File: config.mk
export PLATFORM = sky130hd
export DESIGN_NAME = fetch_decode_buffer
export DESIGN_NICKNAME = d
export VERILOG_FILES = /design/src/rtl/fetch_decode_buffer.sv
export SDC_FILE = /design/constraint.sdc
export NUM_CORES = 1
export LEC_CHECK = 0
export CORE_UTILIZATION = 55
export CTS_BUF_LIST = sky130_fd_sc_hd__clkbuf_8
export CTS_CLUSTER_DIAMETER = 200
export DETAILED_ROUTE_END_ITERATION = 6
export DONT_BUFFER_PORTS = 1
export PLACE_DENSITY = 0.7
export SLEW_MARGIN = 20
export SYNTH_ARGS = -nofsm -noshare
export SYNTH_HDL_FRONTEND = slang
export SYNTH_SLANG_ARGS = --single-unit
File: constraint.sdc
create_clock -name clk -period 3.1 [get_ports clk]
set_clock_uncertainty 0.1 [all_clocks]
set_input_delay 0.31 -clock clk [delete_from_list [all_inputs] [get_ports clk]]
set_output_delay 0.31 -clock clk [all_outputs]
set_load 0.03 [all_outputs]
File: src/rtl/fetch_decode_buffer.sv
// Elastic IF/ID buffer: DEPTH-entry {instr, pc_next} queue with flush and HALT detection.
// Latency: 1 cycle push-to-decode when empty (0 cycles with IFID_BYPASS_EN defined).
// Backpressure: if_ready is registered-only (no full pass-through); drops on full or after HALT.
module fetch_decode_buffer #(
    parameter int                DEPTH     = 2,
    parameter int                DATA_W    = 16,
    parameter logic [DATA_W-1:0] NOP_INSTR = 16'h0800
) (
    input  logic                       clk,
    input  logic                       rst,
    input  logic                       if_valid,
    input  logic [DATA_W-1:0]          if_instr,
    input  logic [DATA_W-1:0]          if_pc_next,
    output logic                       if_ready,
    output logic                       id_valid,
    output logic [DATA_W-1:0]          id_instr,
    output logic [DATA_W-1:0]          id_pc_next,
    input  logic                       id_ready,
    input  logic                       flush,
    output logic                       halted,
    output logic [$clog2(DEPTH):0]     occupancy
);
    localparam int AW = $clog2(DEPTH);
    localparam int OW = AW + 1;

    typedef struct packed {
        logic [DATA_W-1:0] instr;
        logic [DATA_W-1:0] pc_next;
    } entry_t;

    typedef enum logic [1:0] {ST_EMPTY, ST_PARTIAL, ST_FULL, ST_HALTED} state_t;

    entry_t          mem [DEPTH];
    logic [AW-1:0]   wr_ptr;
    logic [AW-1:0]   rd_ptr;
    logic [OW-1:0]   occ_q;
    logic [OW-1:0]   occ_d;
    logic            halted_q;
    logic            halted_d;
    state_t          state_q;
    state_t          state_d;
    logic            push;
    logic            pop;
    logic            bypass;

    assign if_ready  = (state_q == ST_EMPTY) || (state_q == ST_PARTIAL);
    assign halted    = halted_q;
    assign occupancy = occ_q;

    always_ff @(posedge clk) begin
        if (rst) begin
            state_q  <= ST_EMPTY;
            occ_q    <= '0;
            halted_q <= 1'b0;
            wr_ptr   <= '0;
            rd_ptr   <= '0;
        end else begin
            state_q  <= state_d;
            occ_q    <= occ_d;
            halted_q <= halted_d;
            if (flush) begin
                wr_ptr <= '0;
                rd_ptr <= '0;
            end else begin
                if (push) wr_ptr <= wr_ptr + AW'(1);
                if (pop)  rd_ptr <= rd_ptr + AW'(1);
            end
        end
    end

    // Storage needs no reset: id_* outputs are masked whenever the queue is empty.
    always_ff @(posedge clk) begin
        if (!rst && !flush && push) begin
            mem[wr_ptr] <= '{instr: if_instr, pc_next: if_pc_next};
        end
    end

    always_comb begin
        bypass = 1'b0;
`ifdef IFID_BYPASS_EN
        bypass = (occ_q == '0) && if_valid && if_ready && id_ready && !flush;
`endif
        push     = if_valid && if_ready && !bypass;
        pop      = (occ_q != '0) && id_ready;
        occ_d    = occ_q;
        halted_d = halted_q;
        if (flush) begin
            occ_d    = '0;
            halted_d = 1'b0;
        end else begin
            case ({push, pop})
                2'b10:   occ_d = occ_q + OW'(1);
                2'b01:   occ_d = occ_q - OW'(1);
                default: occ_d = occ_q;
            endcase
            // A bypassed HALT still has to stop further fetch.
            if ((push || bypass) && (if_instr == '0)) halted_d = 1'b1;
        end
        if (halted_d)                   state_d = ST_HALTED;
        else if (occ_d == '0)           state_d = ST_EMPTY;
        else if (occ_d == OW'(DEPTH))   state_d = ST_FULL;
        else                            state_d = ST_PARTIAL;
    end

    always_comb begin
        id_valid   = (occ_q != '0);
        id_instr   = id_valid ? mem[rd_ptr].instr   : NOP_INSTR;
        id_pc_next = id_valid ? mem[rd_ptr].pc_next : '0;
        if (bypass) begin
            id_valid   = 1'b1;
            id_instr   = if_instr;
            id_pc_next = if_pc_next;
        end
    end
endmodule

After elaboration in Yosys (flattened, before gate mapping)
Memory sizes are Yosys's and may differ from the RTL's. A register that Yosys moved wholly into a read port is not among the register bits.
Index checks and enable logic that the tools add are counted.
{"block": "word_totals", "reg_bits": 7, "output_inout_bits": 37, "mem_bits_rw": 64, "mem_count": 1}
{"block": "op_classes", "n_eq_ne": 4, "addsub": 4, "mux": 13, "n_reduce_logical": 13}
{"name": "mem", "words": 2, "word_bits": 32, "rd": 1, "rd_ports_with_merged_regs": 1, "wr": 1, "line_no": "33", "source": "entry_t mem [DEPTH];"}
{"op": "$mux 16", "count": 2}
{"op": "$logic_not 16->1", "count": 1}
{"op": "$mux 2", "count": 4}
{"op": "$mux 1", "count": 6}
{"op": "$logic_and 1x1->1", "count": 5}
{"op": "$eq 2x1->1 const B", "count": 2}
{"op": "$eq 2x2->1 const B", "count": 2}
{"op": "$logic_not 2->1", "count": 2}
{"op": "$pmux 2 s2", "count": 1}
{"op": "$add 1x1->1 const B", "count": 2}
{"op": "$add 2x1->2 const B", "count": 1}
{"op": "$logic_not 1->1", "count": 2}
{"op": "$reduce_bool 2->1", "count": 1}
{"op": "$reduce_or 2->1", "count": 1}
{"op": "$sub 2x1->2 const B", "count": 1}
{"op": "$logic_or 1x1->1", "count": 1}

Depth between registers and ports, before layout
Gate-level depths: netlist (run 1).
{"block": "logic_depth", "depth_word": 10, "depth_mapped": 8, "ltp_nobuf": 8}

Worst setup path after synthesis (run 1)
Ideal clock, no wire load.
{"block": "synth_timing", "path_kind": "input to register", "from": "in flush", "to": "mem mem[0][0] in the netlist's numbering (enable)", "required_time_ns": 2.575, "setup_ns": 0.425, "path_stages": 2, "slack_ns": 0.477, "arrival_ns": 2.098, "n_path_buf": 0, "path_cell_list": "nor4b_2 > nor2b_1"}
{"block": "synth_via", "elab_chain_cells": 5}
{"item": "start: declaration", "line_no": "19", "source": "input logic flush,"}
{"item": "$logic_not 1->1", "line_no": "73", "source": "if (!rst && !flush && push) begin"}
{"item": "$logic_and 1x1->1 (2 in series)", "line_no": "73"}
{"item": "$mux 1", "line_no": "73"}
{"item": "$mux 1 (implied by the code)", "line_no": "74", "source": "mem[wr_ptr] <= '{instr: if_instr, pc_next: if_pc_next};"}
{"item": "end: declaration", "line_no": "33"}
Every way passes these cells.

==> metrics.log, run 1 <==
INFO  metric cellInternalPower = 1.57 mW
INFO  metric post_route_cells_drive_above_1_share = 9.55%
INFO  metric cts_max_path_bufs = 2
INFO  metric power.sequential.fraction = 53.4%
INFO  metric worstSetupEndpointType = flop
INFO  metric io_buffers = 0
INFO  metric grt.total_usage = 20.3%
INFO  metric clkSinkCount = 71
INFO  metric synth-seq-cells = 71
INFO  metric grt_first_pass_wirelength = 7550 um
INFO  metric share_of_the_clock_period_used_by_the_worst_path = 79.3%
INFO  metric full_die_area = 0.00527 mm^2
INFO  metric gp_routability_congestion = 0.708
INFO  metric worst-setup-path-type = reg2reg
INFO  metric overflow = 0
INFO  metric worst_setup_path_startpoint = occupancy[0]
INFO  metric worst-r2r-setup-slack = 0.64 ns
INFO  metric cts_inserted_buffers = 9
INFO  metric n_antenna_cell = 0
INFO  metric detailroute.via_count = 1522
INFO  metric layout.cell_area.non_filler = 0.00339 mm^2
INFO  metric postPlaceCellArea = 0.00283 mm^2
INFO  metric cp.required = 3.21 ns
INFO  metric vias_in_the_first_global_route = 1614
INFO  metric detailedRoute.firstIterationViolations = 73
INFO  metric avgViaCountPerCell = 5.30
INFO  metric antenna_left = 0
INFO  metric vdd_drop_max = 0.388 mV
INFO  metric p_leak = 1.09 nW
INFO  metric comb_power_share = 8.1%
INFO  metric clkLatencyLatePin = 0.34 ns
INFO  metric layout_commonest_cell = sky130_fd_sc_hd__edfxtp_1
INFO  metric hpwlAfterDp = 2950 um
INFO  metric crit_arrival = 2.57 ns
INFO  metric worst_slew_margin_rel = 32.6%
INFO  metric die_width = 72.6 um
INFO  metric remaining_drc_errors = 0
INFO  metric drv_cap = 0
INFO  metric worst_setup_path_start_kind = flop
INFO  metric setup_tns = 0 ns
INFO  metric placedCellCount = 236
INFO  metric rows = 25
INFO  metric tightest_slew = 1.01 ns
INFO  metric clock-root-buffer = sky130_fd_sc_hd__clkbuf_8
INFO  metric multiInputGateArea = 642 um^2
INFO  metric area.sequential = 0.00206 mm^2
INFO  metric top_level_ports = 74
INFO  metric synth-seq-area-share = 75.3%
INFO  metric cp_max_fo = 32
INFO  metric pin_count_of_the_biggest_net_entering_global_routing = 33
INFO  metric synth.avg_cell_area = 15.7 um^2
INFO  metric finalSetupViolations = 0
INFO  metric layout-area-overhead-vs-synth = 23.8%
INFO  metric layout_common_cells = 64 x sky130_fd_sc_hd__edfxtp_1, 35 x sky130_fd_sc_hd__dlygate4sd3_1, 34 x sky130_fd_sc_hd__nor2_1
INFO  metric wirelength = 5060 um
INFO  metric grt_antenna_before_repair = 0
INFO  metric syn-num-nets = 212
INFO  metric postCtsResizedCells = 0
INFO  metric cts-htree-levels = 3
INFO  metric slew_viol_final = 0
INFO  metric dr.pass1.iters = 4
INFO  metric synth_warnings = 0
INFO  metric fmaxAchievable = 0.407 GHz
INFO  metric post-route-min-period = 2.46 ns
INFO  metric power.switching = 0.452 mW
INFO  metric layout.cells.non_filler = 287
INFO  metric hold_class = in2reg
INFO  metric tritoncts = yes
INFO  metric synth.distinct_cells = 23
INFO  metric worstReg2RegStart = occupancy[0]
INFO  metric finalHoldViolCount = 0
INFO  metric wl_per_cell = 17.6 um
INFO  metric fp.dieH = 72.6 um
INFO  metric n_fill_cell = 343
INFO  metric worst_setup_hold_path_clk_slew = 0.08 ns
INFO  metric result_of_the_run = finished clean
INFO  metric initial_utilization = 57.6%
INFO  metric gate_count_post_synth = 174
INFO  metric rsz0062_at_grt = false
INFO  metric r2r_cells = 7
INFO  metric clock_power_share = 38.4%
INFO  metric syn-cell-area = 0.00274 mm^2
INFO  metric powerDensity = 595 mW/mm^2
INFO  metric core-area = 0.00475 mm^2
INFO  metric swShare = 22.4%
INFO  metric fin_nets = 253
[power by group through the flow]
stage          Clock (mW)  Sequential, mW  Combinational [mW]
3_3_place_gp            0            1.10               0.119
4_1_cts             0.790            1.08               0.163
6_report            0.775            1.08               0.164
2_1_floorplan           0            1.09               0.109
3_5_place_dp            0            1.10               0.121
5_1_grt             0.821            1.08               0.174
[per-layer routing]
layer | track usage [%] | part of all wire, % | wire, um | vias up
met5 | 0 | 0 | 0 | -
li1 | - | - | - | 721
met4 | 12.6 | 1.8 | 89 | 0
met2 | 33.9 | 53 | 2660 | 54
met1 | 23.8 | 40 | 2050 | 739
met3 | 4.58 | 5.2 | 262 | 8
[repair_timing]
item                                   in CTS  in global routing
endpoints found under the hold margin      68                  0
hold buffers                               35                  0
buffers inserted                            0                  0
[worst min path at each step]
stage,from,end,slack [ns],cells past startpoint
2_1_floorplan,rst,flop,0.29,1
6_report,rst,occupancy[0],0.09,2
3_5_place_dp,rst,flop,0.28,1
5_1_grt,rst,occupancy[0],0.09,2
3_3_place_gp,rst,flop,0.29,1
4_1_cts,rst,occupancy[0],0.08,2
[cells by family after synthesis]
logic type | Yosys count | synth area share, %
flops | 71 | 75.3
mux | 32 | 11.7
xor+xnor | 5 | 1.60
simple gates | 53 | 8.95
compound gates | 2 | 0.457
fa+ha+maj | 1 | 0.457
buf+inv | 10 | 1.55
[cells in the mapped netlist]
library cell	n	area (um^2)
sky130_fd_sc_hd__buf_2	4	20.0
sky130_fd_sc_hd__inv_2	1	3.75
sky130_fd_sc_hd__and3_1	1	6.26
sky130_fd_sc_hd__xnor2_1	4	35.0
sky130_fd_sc_hd__nor4b_2	1	15.0
sky130_fd_sc_hd__and2_1	3	18.8
sky130_fd_sc_hd__xor2_1	1	8.76
sky130_fd_sc_hd__edfxtp_1	64	1920
sky130_fd_sc_hd__a21boi_1	1	7.51
sky130_fd_sc_hd__or4_1	2	15.0
sky130_fd_sc_hd__nor2b_1	1	6.26
sky130_fd_sc_hd__inv_1	2	7.51
sky130_fd_sc_hd__mux2i_1	32	320
sky130_fd_sc_hd__clkbuf_1	3	11.3
sky130_fd_sc_hd__nor3_1	4	20.0
sky130_fd_sc_hd__ha_1	1	12.5
sky130_fd_sc_hd__nand2b_1	1	6.26
sky130_fd_sc_hd__nor4_1	2	12.5
sky130_fd_sc_hd__o21ai_1	1	5.00
sky130_fd_sc_hd__nor2_1	34	128
sky130_fd_sc_hd__nor2_2	1	6.26
sky130_fd_sc_hd__dfxtp_1	7	140
sky130_fd_sc_hd__nand2_1	3	11.3
[metrics by stage]
| stage | utilization [%] | setup WS [ns] | total power [mW] | hold WS, ns |
|---|---|---|---|---|
| 2_1_floorplan | - | 0.477 | 1.20 | 0.287 |
| 3_3_place_gp | 59.5 | 0.901 | 1.22 | 0.288 |
| 3_5_place_dp | 59.5 | 0.765 | 1.22 | 0.284 |
| 4_1_cts | 71.3 | 0.604 | 2.03 | 0.0822 |
| 5_1_grt | 71.3 | 0.514 | 2.07 | 0.0937 |
| 6_report | 71.3 | 0.642 | 2.02 | 0.0920 |
[state kept, by name (all words and copies together) (netlist names), named ones only]
name	cells
halted	1
mem	64
occupancy	2
rd_ptr	1
state_q	1
wr_ptr	1
[worst max-delay path: stages, from the launching register on]
cell	delay, ns
sky130_fd_sc_hd__dfxtp_1	0.46
sky130_fd_sc_hd__nor2_2	0.17
sky130_fd_sc_hd__buf_4	0.36
sky130_fd_sc_hd__inv_2	0.18
sky130_fd_sc_hd__and2_1	0.23
sky130_fd_sc_hd__xnor2_1	0.20
sky130_fd_sc_hd__nor3_1	0.08
sky130_fd_sc_hd__dlygate4sd3_1	0.56
[area by class of cell]
type,instances,area share (%)
flip-flops and latches,71,60.9
multi-input cells,93,18.9
repair buffers,37,11.1
clock buffers,9,3.65
clock inverters,7,2.58
well taps,67,2.47
inverters,3,0.332
Power figures use the tool's default switching activity.
==> inputs of run 2 (changes only) <==
- clock period: 3.1 -> 2.4 ns (I/O delays scaled with it)
==> metrics.log, run 2 (synthesis results as in run 1) <==
INFO  metric power.switching = 0.563 mW
INFO  metric tritoncts = yes
INFO  metric overflow = 0
INFO  metric met2_resource_use_gr = 39.3%
INFO  metric cellInternalPower = 1.91 mW
INFO  metric layout-area-overhead-vs-synth = 33.0%
INFO  metric dr.pass1.iters = 4
INFO  metric number_of_flip_flops_in_the_largest_register = 64
INFO  metric finalHoldViolCount = 0
INFO  metric clock-root-buffer = sky130_fd_sc_hd__clkbuf_8
INFO  metric setup_tns = 0 ns
INFO  metric swShare = 22.8%
INFO  metric wirelength = 5330 um
INFO  metric comb_power_share = 11.0%
INFO  metric initial_utilization = 57.6%
INFO  metric cts_inserted_buffers = 9
INFO  metric result_of_the_run = finished clean
INFO  metric drv_cap = 0
INFO  metric die_width = 72.6 um
INFO  metric rows = 25
INFO  metric share_of_the_clock_period_used_by_the_worst_path = 85.7%
INFO  metric final_core_util = 76.6%
INFO  metric powerDensity = 678 mW/mm^2
INFO  metric cp.required = 2.06 ns
INFO  metric top_level_ports = 74
INFO  metric layout_common_cells = 64 x sky130_fd_sc_hd__edfxtp_1, 37 x sky130_fd_sc_hd__buf_4, 35 x sky130_fd_sc_hd__dlygate4sd3_1
INFO  metric grt.met3_usage = 5.83%
INFO  metric p_leak = 1.29 nW
INFO  metric grtUsageMet1 = 24.6%
INFO  metric detailroute.via_count = 1678
INFO  metric tightest_slew = 0.499 ns
INFO  metric hpwlAfterDp = 3360 um
INFO  metric layout_commonest_cell = sky130_fd_sc_hd__edfxtp_1
INFO  metric placedCellCount = 273
INFO  metric wl_per_cell = 16.4 um
INFO  metric remaining_drc_errors = 0
INFO  metric worst-setup-path-type = reg2out
INFO  metric postLayoutSetupSlackWorst = 0.344 ns
INFO  metric rsz0062_at_grt = false
INFO  metric clock_power_share = 33.0%
INFO  metric slew_viol_final = 0
INFO  metric cts-htree-levels = 3
INFO  metric worst_setup_path_start_kind = flop
INFO  metric grt.total_usage = 22.1%
INFO  metric cp_max_fo = 18
INFO  metric postCtsResizedCells = 0
INFO  metric post_route_cells_drive_above_1_share = 23.0%
INFO  metric detailedRoute.firstIterationViolations = 90
INFO  metric core-area = 0.00475 mm^2
INFO  metric grt_first_pass_wirelength = 8360 um
INFO  metric worstSetupEndpointType = output pin
INFO  metric worst_slew_margin_rel = 66.7%
INFO  metric n_antenna_cell = 0
INFO  metric clkLatencyLatePin = 0.32 ns
INFO  metric hold_class = in2reg
INFO  metric biggest_register = mem
INFO  metric power.sequential.fraction = 56.0%
INFO  metric gp_routability_congestion = 0.693
INFO  metric grt_antenna_before_repair = 0
INFO  metric avgViaCountPerCell = 5.18
INFO  metric vdd_drop_max = 0.402 mV
INFO  metric antenna_left = 0
INFO  metric vias_in_the_first_global_route = 1802
INFO  metric fin_nets = 290
INFO  metric io_buffers = 0
INFO  metric worst_setup_hold_path_clk_slew = 0.07 ns
INFO  metric crit_arrival = 1.72 ns
INFO  metric post-route-min-period = 2.06 ns
INFO  metric cts_max_path_bufs = 2
INFO  metric n_fill_cell = 317
INFO  metric top_usage_layer = met2
INFO  metric finalSetupViolations = 0
INFO  metric pre_cts_setup_slack = 0.513 ns
INFO  metric fmaxAchievable = 0.486 GHz
INFO  metric fp.dieH = 72.6 um
INFO  metric clkSinkCount = 71
INFO  metric pin_count_of_the_biggest_net_entering_global_routing = 32
INFO  metric full_die_area = 0.00527 mm^2
INFO  metric layout.cells.non_filler = 324
[run 2: timing repair]
item,CTS,global route
hold endpoints to repair,68,0
hold buffers,35,0
buffers inserted,0,0
[run 2: cell type report]
type                    instances  area, um^2  share of cell area [%]
flip-flops and latches         71        2060                    56.6
inverters                       3        11.3                   0.309
well taps                      67        83.8                    2.30
clock inverters                 5        23.8                   0.652
clock buffers                  11         151                    4.16
multi-input cells              93         642                    17.6
repair buffers                 74         668                    18.3
[run 2: final timing paths]
path / start / end / slack, ns / cells past startpoint
max reg2reg: occupancy[0] / flop / 0.39 / 7
min: rst / occupancy[0] / 0.03 / 2
max: flop / id_instr[13] / 0.34 / 4
min reg2reg: rd_ptr / rd_ptr / 0.51 / 2
[run 2: through the flow]
stage	hold slack (ns)	cell area [um^2]	power, mW
finish	0.0316	3640	2.47
global route	0.0167	3640	2.56
CTS	0.0250	3640	2.48
detailed placement	0.215	3120	1.63
global placement	0.217	3120	1.62
floorplan	0.217	2740	1.55
[run 2: critical path, cell delays in order (launching register included)]
cell                      delay (ns)
sky130_fd_sc_hd__dfxtp_2        0.64
sky130_fd_sc_hd__buf_12         0.25
sky130_fd_sc_hd__mux2i_1        0.22
sky130_fd_sc_hd__nor2_1         0.08
sky130_fd_sc_hd__buf_4          0.19
[run 2: per-layer routing]
metal  part of all wire [%]  routed length, um
met5                      0                  0
met4                    2.0                105
met3                    6.0                319
met2                     54               2860
met1                     38               2050
[run 2: power by group through the flow]
stage / logic (mW) / clock network, mW / registers (mW)
2_1_floorplan: 0.142 / 0 / 1.41
3_3_place_gp: 0.210 / 0 / 1.41
3_5_place_dp: 0.217 / 0 / 1.41
4_1_cts: 0.272 / 0.827 / 1.38
5_1_grt: 0.289 / 0.885 / 1.39
6_report: 0.271 / 0.816 / 1.38
==> patch 1, RTL diff (config.mk and constraints of run 1) <==
The parameter `DEPTH` goes from 2 to 4.
--- a/src/rtl/fetch_decode_buffer.sv
+++ b/src/rtl/fetch_decode_buffer.sv
@@ -2,7 +2,7 @@
 // Latency: 1 cycle push-to-decode when empty (0 cycles with IFID_BYPASS_EN defined).
 // Backpressure: if_ready is registered-only (no full pass-through); drops on full or after HALT.
 module fetch_decode_buffer #(
-    parameter int                DEPTH     = 2,
+    parameter int                DEPTH     = 4,
     parameter int                DATA_W    = 16,
     parameter logic [DATA_W-1:0] NOP_INSTR = 16'h0800
 ) (
Ports: changed (resized occupancy); port bits go from 74 to 75. No check against the original RTL was run, so the function may have changed too.
==> patch 1 against run 1 <==
- die area grew 96%
- synthesized cell count is 53% higher
- sequential cell count up 68
- total power up 85%
- clock power is 85% higher
- final area is 88% higher
- core utilization shrank 3.6 points
- setup slack worse by 0.43 ns
- combinational power is 39% higher
- synthesized area up 99%
- wire length up 84%
==> patch 1: results (changes against run 1) <==
| Metric | Value |
|---|---|
| Register Area | `4070 um^2 (+97%)` |
| Clk_lat worst skew | `0.42 ns (+0.08 ns)` |
| Leak | `0.00206 uW (+89%)` |
| H-tree depth | `4 (+1)` |
| GRT Util Overall | `20.3% (+0.070 points)` |
| Worst Reg2Reg Path Length in Cells | `11 (+4)` |
| Max reg flops | `128 (+100%)` |
| Post-CTS Resized | `0 (unchanged)` |
| Fin cells | `460 (+60%)` |
| Hold Crit Class | `input port to register` |
| Post-synth cell types | `28 (+22%)` |
| Maximum number of pins on one net before global-route repair | `34 (+3.0%)` |
| EDFF count, synth | `128 (+100%)` |
| Worst Setup Slack, final | `0.213 ns (-0.429 ns)` |
| Hold_buf cts | `34 (-2.9%)` |
| Post-synthesis sequential area ratio | `74.7% (-0.62 points)` |
| Detailed-route via count | `2,565 (+69%)` |
| Iteration-0 DRC Markers | `104 (+42%)` |
| Diodes inserted | `0 (unchanged)` |
| PortBufs | `0 (unchanged)` |
| Dpl ws | `0.661 ns (-0.104 ns)` |
| First-pass GRT wire length | `14,600 um (+93%)` |
| Synth top area cells | `edfxtp_1 71%, mux4_2 12%, and2_1 4.1%` |
| Gate Count Post-Synth | `266 (+53%)` |
| Nets | `361 (+43%)` |
| Post-DP Area | `5620 um^2 (+99%)` |
| DRC violations left | `0 (unchanged)` |
| Routability cong. | `0.726 (+2.5%)` |
| CTS Buf Count | `17 (+8)` |
| Register bank with the most flops | `mem` |
| Crit-path slowest cell | `dlygate4sd3_1` |
| Post-DP HPWL | `5500 um (+87%)` |
| Status | `finished, final reports clean` |
| Fillers | `621 (+81%)` |
| Setup Buffers After CTS | `0 (unchanged)` |
| Crit path to | `state_q[1]` |
| CP delay by family, top | `buffers and inverters` |
| Peak VDD IR | `0.291 mV (-25%)` |
| Top fanout value on the critical path | `5 (-84%)` |
| Ratio of cells with drive above 1 in the final layout | `24.2% (+15 points)` |
| Ys async rst share | `0% (unchanged)` |
| WL per Instance | `20.3 um (+15%)` |
| CP max stage delay | `0.58 ns (+0.02 ns)` |
| Syn nets | `309 (+46%)` |
| Placed Cells | `394 (+67%)` |
| Reg2reg start | `occupancy[1]` |
| Top cells by instance count after synthesis | `128 x edfxtp_1, 36 x and2_1, 30 x mux4_2, 12 x nor2_1, 11 x dfxtp_1` |
| Top FF cell, synth | `edfxtp_1` |
| Drt pass-1 iters | `6 (+2)` |
| Vias in the first global route | `2,787 (+73%)` |
| Clock root cell | `clkbuf_8` |
| Worst setup path start | `occupancy[1]` |
| Slew @ Worst Pin | `0.563 ns (-0.448 ns)` |
| Critical path arrival | `3.16 ns (+0.59 ns)` |
==> patch 1: cell types whose count changed after synthesis, sizes merged, moves of 3 or more <==
cell,change
dfxtp,+4
and2,+33
buf,+3
mux2i,-31
edfxtp,+64
mux4,+32
nor2,-23
nor3,-3
ha,+4
inv,+4
==> patch 1: layout make-up <==
type	count	share of cell area, %
clock inverters	15	2.55
well taps	129	2.53
flip-flops and latches	139	63.8
inverters	7	0.412
clock buffers	17	3.67
repair buffers	44	7.11
multi-input cells	109	19.9
==> patch 1: worst reg2reg max path, delay by kind of cell, from the launching register on <==
family	cells	cell delay, ns
fa+ha+maj	2	0.62
buf+inv	3	0.82
xor+xnor	2	0.32
compound gates	1	0.22
flops	1	0.30
simple gates	3	0.46
==> patch 1: where the power goes <==
part	internal [uW]	switching (uW)
logic	84.3	143
clock network	729	705
registers	2070	6.40
==> patch 1: kinds of logic (layout without fill, tap and decap cells) <==
group	after synthesis	in the layout	synth area share [%]
flops	139	139	74.7
simple gates	60	60	6.39
mux	33	33	13.6
buf+inv	18	83	2.34
fa+ha+maj	6	6	1.52
xor+xnor	6	6	0.966
compound gates	4	4	0.552
==> patch 1: worst min path at each step <==
stage	slack (ns)	startpoint	end
floorplan	0.31	if_pc_next[0]	mem[0][0]
global placement	0.31	if_pc_next[3]	mem[2][3]
detailed placement	0.31	if_pc_next[1]	mem[2][1]
CTS	0.05	rst	wr_ptr[1]
global route	0.07	rst	wr_ptr[0]
finish	0.08	rst	wr_ptr[0]
==> patch 1: layer usage <==
layer / wire length, um / GRT usage (%) / vias to the layer above
met4: 116 / 9.48 / 0
li1: - / - / 1161
met3: 444 / 6.49 / 10
met2: 4830 / 33.5 / 75
met5: 0 / 0 / -
met1: 3920 / 24.6 / 1319
==> patch 2, RTL diff (flow settings as in run 1) <==
Without the edit above. Make the reset (`rst`) asynchronous in one clocked block.
--- a/src/rtl/fetch_decode_buffer.sv
+++ b/src/rtl/fetch_decode_buffer.sv
@@ -47,7 +47,7 @@
     assign halted    = halted_q;
     assign occupancy = occ_q;
 
-    always_ff @(posedge clk) begin
+    always_ff @(posedge clk or posedge rst) begin
         if (rst) begin
             state_q  <= ST_EMPTY;
             occ_q    <= '0;
Function: differs if rst is asserted again (counterexample within 4 cycles, from zero or initial values and one cycle with rst high); with rst held inactive, the same outputs for 10 cycles.
==> patch 2 against run 1 <==
- setup slack got worse by 0.010 ns
- highest routed layer unchanged
- register-to-register slack improved by 0.17 ns
- final area rose by 0.11%
- core utilization up 0.079 points
- global-route usage increased by 2.0 points
- synthesized cell count fell by 1.7%
- wire length rose by 1.9%
- synthesized area did not move
- die area unchanged
- sequential cell count fell by 1
Power is not compared: it rests on default switching activity, and its combinational part moved more than twofold at a synthesized area within 25%.
==> patch 2: results (changes against run 1) <==
| Metric | Value |
|---|---|
| Status | `finished, final reports clean` |
| Detailed-route via count | `1,515 (-0.46%)` |
| Fillers | `345 (+0.58%)` |
| Gate Count Post-Synth | `171 (-1.7%)` |
| Critical path arrival | `2.06 ns (-0.51 ns)` |
| Post-synth cell types | `22 (-4.3%)` |
| WL per Instance | `18.1 um (+2.6%)` |
| Syn nets | `209 (-1.4%)` |
| Slew headroom | `54.5% (+22 points)` |
| Top cells by instance count after synthesis | `64 x edfxtp_1, 37 x nor2_1, 32 x mux2i_1, 6 x dfrtp_1, 4 x nor4_1` |
| CP max stage delay | `0.78 ns (+0.22 ns)` |
| Ratio of cells with drive above 1 in the final layout | `11.5% (+1.9 points)` |
| First-pass GRT wire length | `8180 um (+8.3%)` |
| Routability cong. | `0.790 (+12%)` |
| Post-synthesis sequential area ratio | `75.7% (+0.37 points)` |
| Ys async rst share | `8.57% (+8.6 points)` |
| Vias in the first global route | `1,636 (+1.4%)` |
| GRT Util Overall | `22.2% (+2.0 points)` |
| Crit-path slowest cell | `dfrtp_2` |
| Post-DP HPWL | `2970 um (+0.84%)` |
| Nets | `251 (-0.79%)` |
| Worst setup path start | `rd_ptr` |
| Placed Cells | `235 (-0.42%)` |
| Post-DP Area | `2850 um^2 (+0.89%)` |
| Worst Reg2Reg Path Length in Cells | `4 (-3)` |
| Maximum number of pins on one net before global-route repair | `32 (-3.0%)` |
| Hold endpoint | `mem[1][11]` |
[patch 2: worst max-delay path: cells and delay by family (launching register included)]
family	cells	cell delay [ns]
muxes	1	0.13
buffers and inverters	1	0.37
and+or+nand+nor	1	0.45
DFF	1	0.78
[patch 2: layout make-up]
cell class              instances  area [um^2]  share of cell area, %
flip-flops and latches         70         2070                   61.1
clock inverters                 5         48.8                   1.44
clock buffers                  11          151                   4.46
well taps                      67         83.8                   2.47
repair buffers                 38          383                   11.3
inverters                       4         15.0                  0.442
multi-input cells              90          638                   18.8
[patch 2: stage by stage]
stage                     hold slack [ns]  worst slack, ns
after floorplan                  0.000959            0.519
final                               0.137            0.632
after CTS                           0.117            0.601
after global placement             0.0197            0.938
after global routing                0.120            0.489
after detailed placement           0.0304            0.807
[patch 2: logic make-up (layout without fill, tap and decap cells)]
kind of cell / count (synthesis) / after routing / share of synthesized area [%]
AOI/OAI and AO/OA: 2 / 2 / 0.594
xor gates and xnor gates: 5 / 5 / 1.60
adders and majority gates: 1 / 1 / 0.457
buffers and inverters: 11 / 58 / 1.96
DFF: 70 / 70 / 75.7
muxes: 32 / 32 / 11.7
and+or+nand+nor: 50 / 50 / 8.04
[patch 2: what timing repair did]
action,in CTS,in global routing
hold buffers,34,0
endpoints found under the setup margin,0,0
endpoints found under the hold margin,75,0
[patch 2: power by group through the flow]
stage,logic [uW],registers [uW],clock network (uW)
after detailed placement,973,1250,0
after global routing,1080,1240,775
after CTS,1020,1230,732
after floorplan,906,1180,0
after global placement,950,1240,0
final,1010,1230,720
[patch 2: routing by layer]
metal / part of all wire, % / GRT usage [%]
met1: 41 / 26.3
met2: 51 / 35.4
met3: 6.2 / 8.06
met4: 1.3 / 12.4
met5: 0 / 0
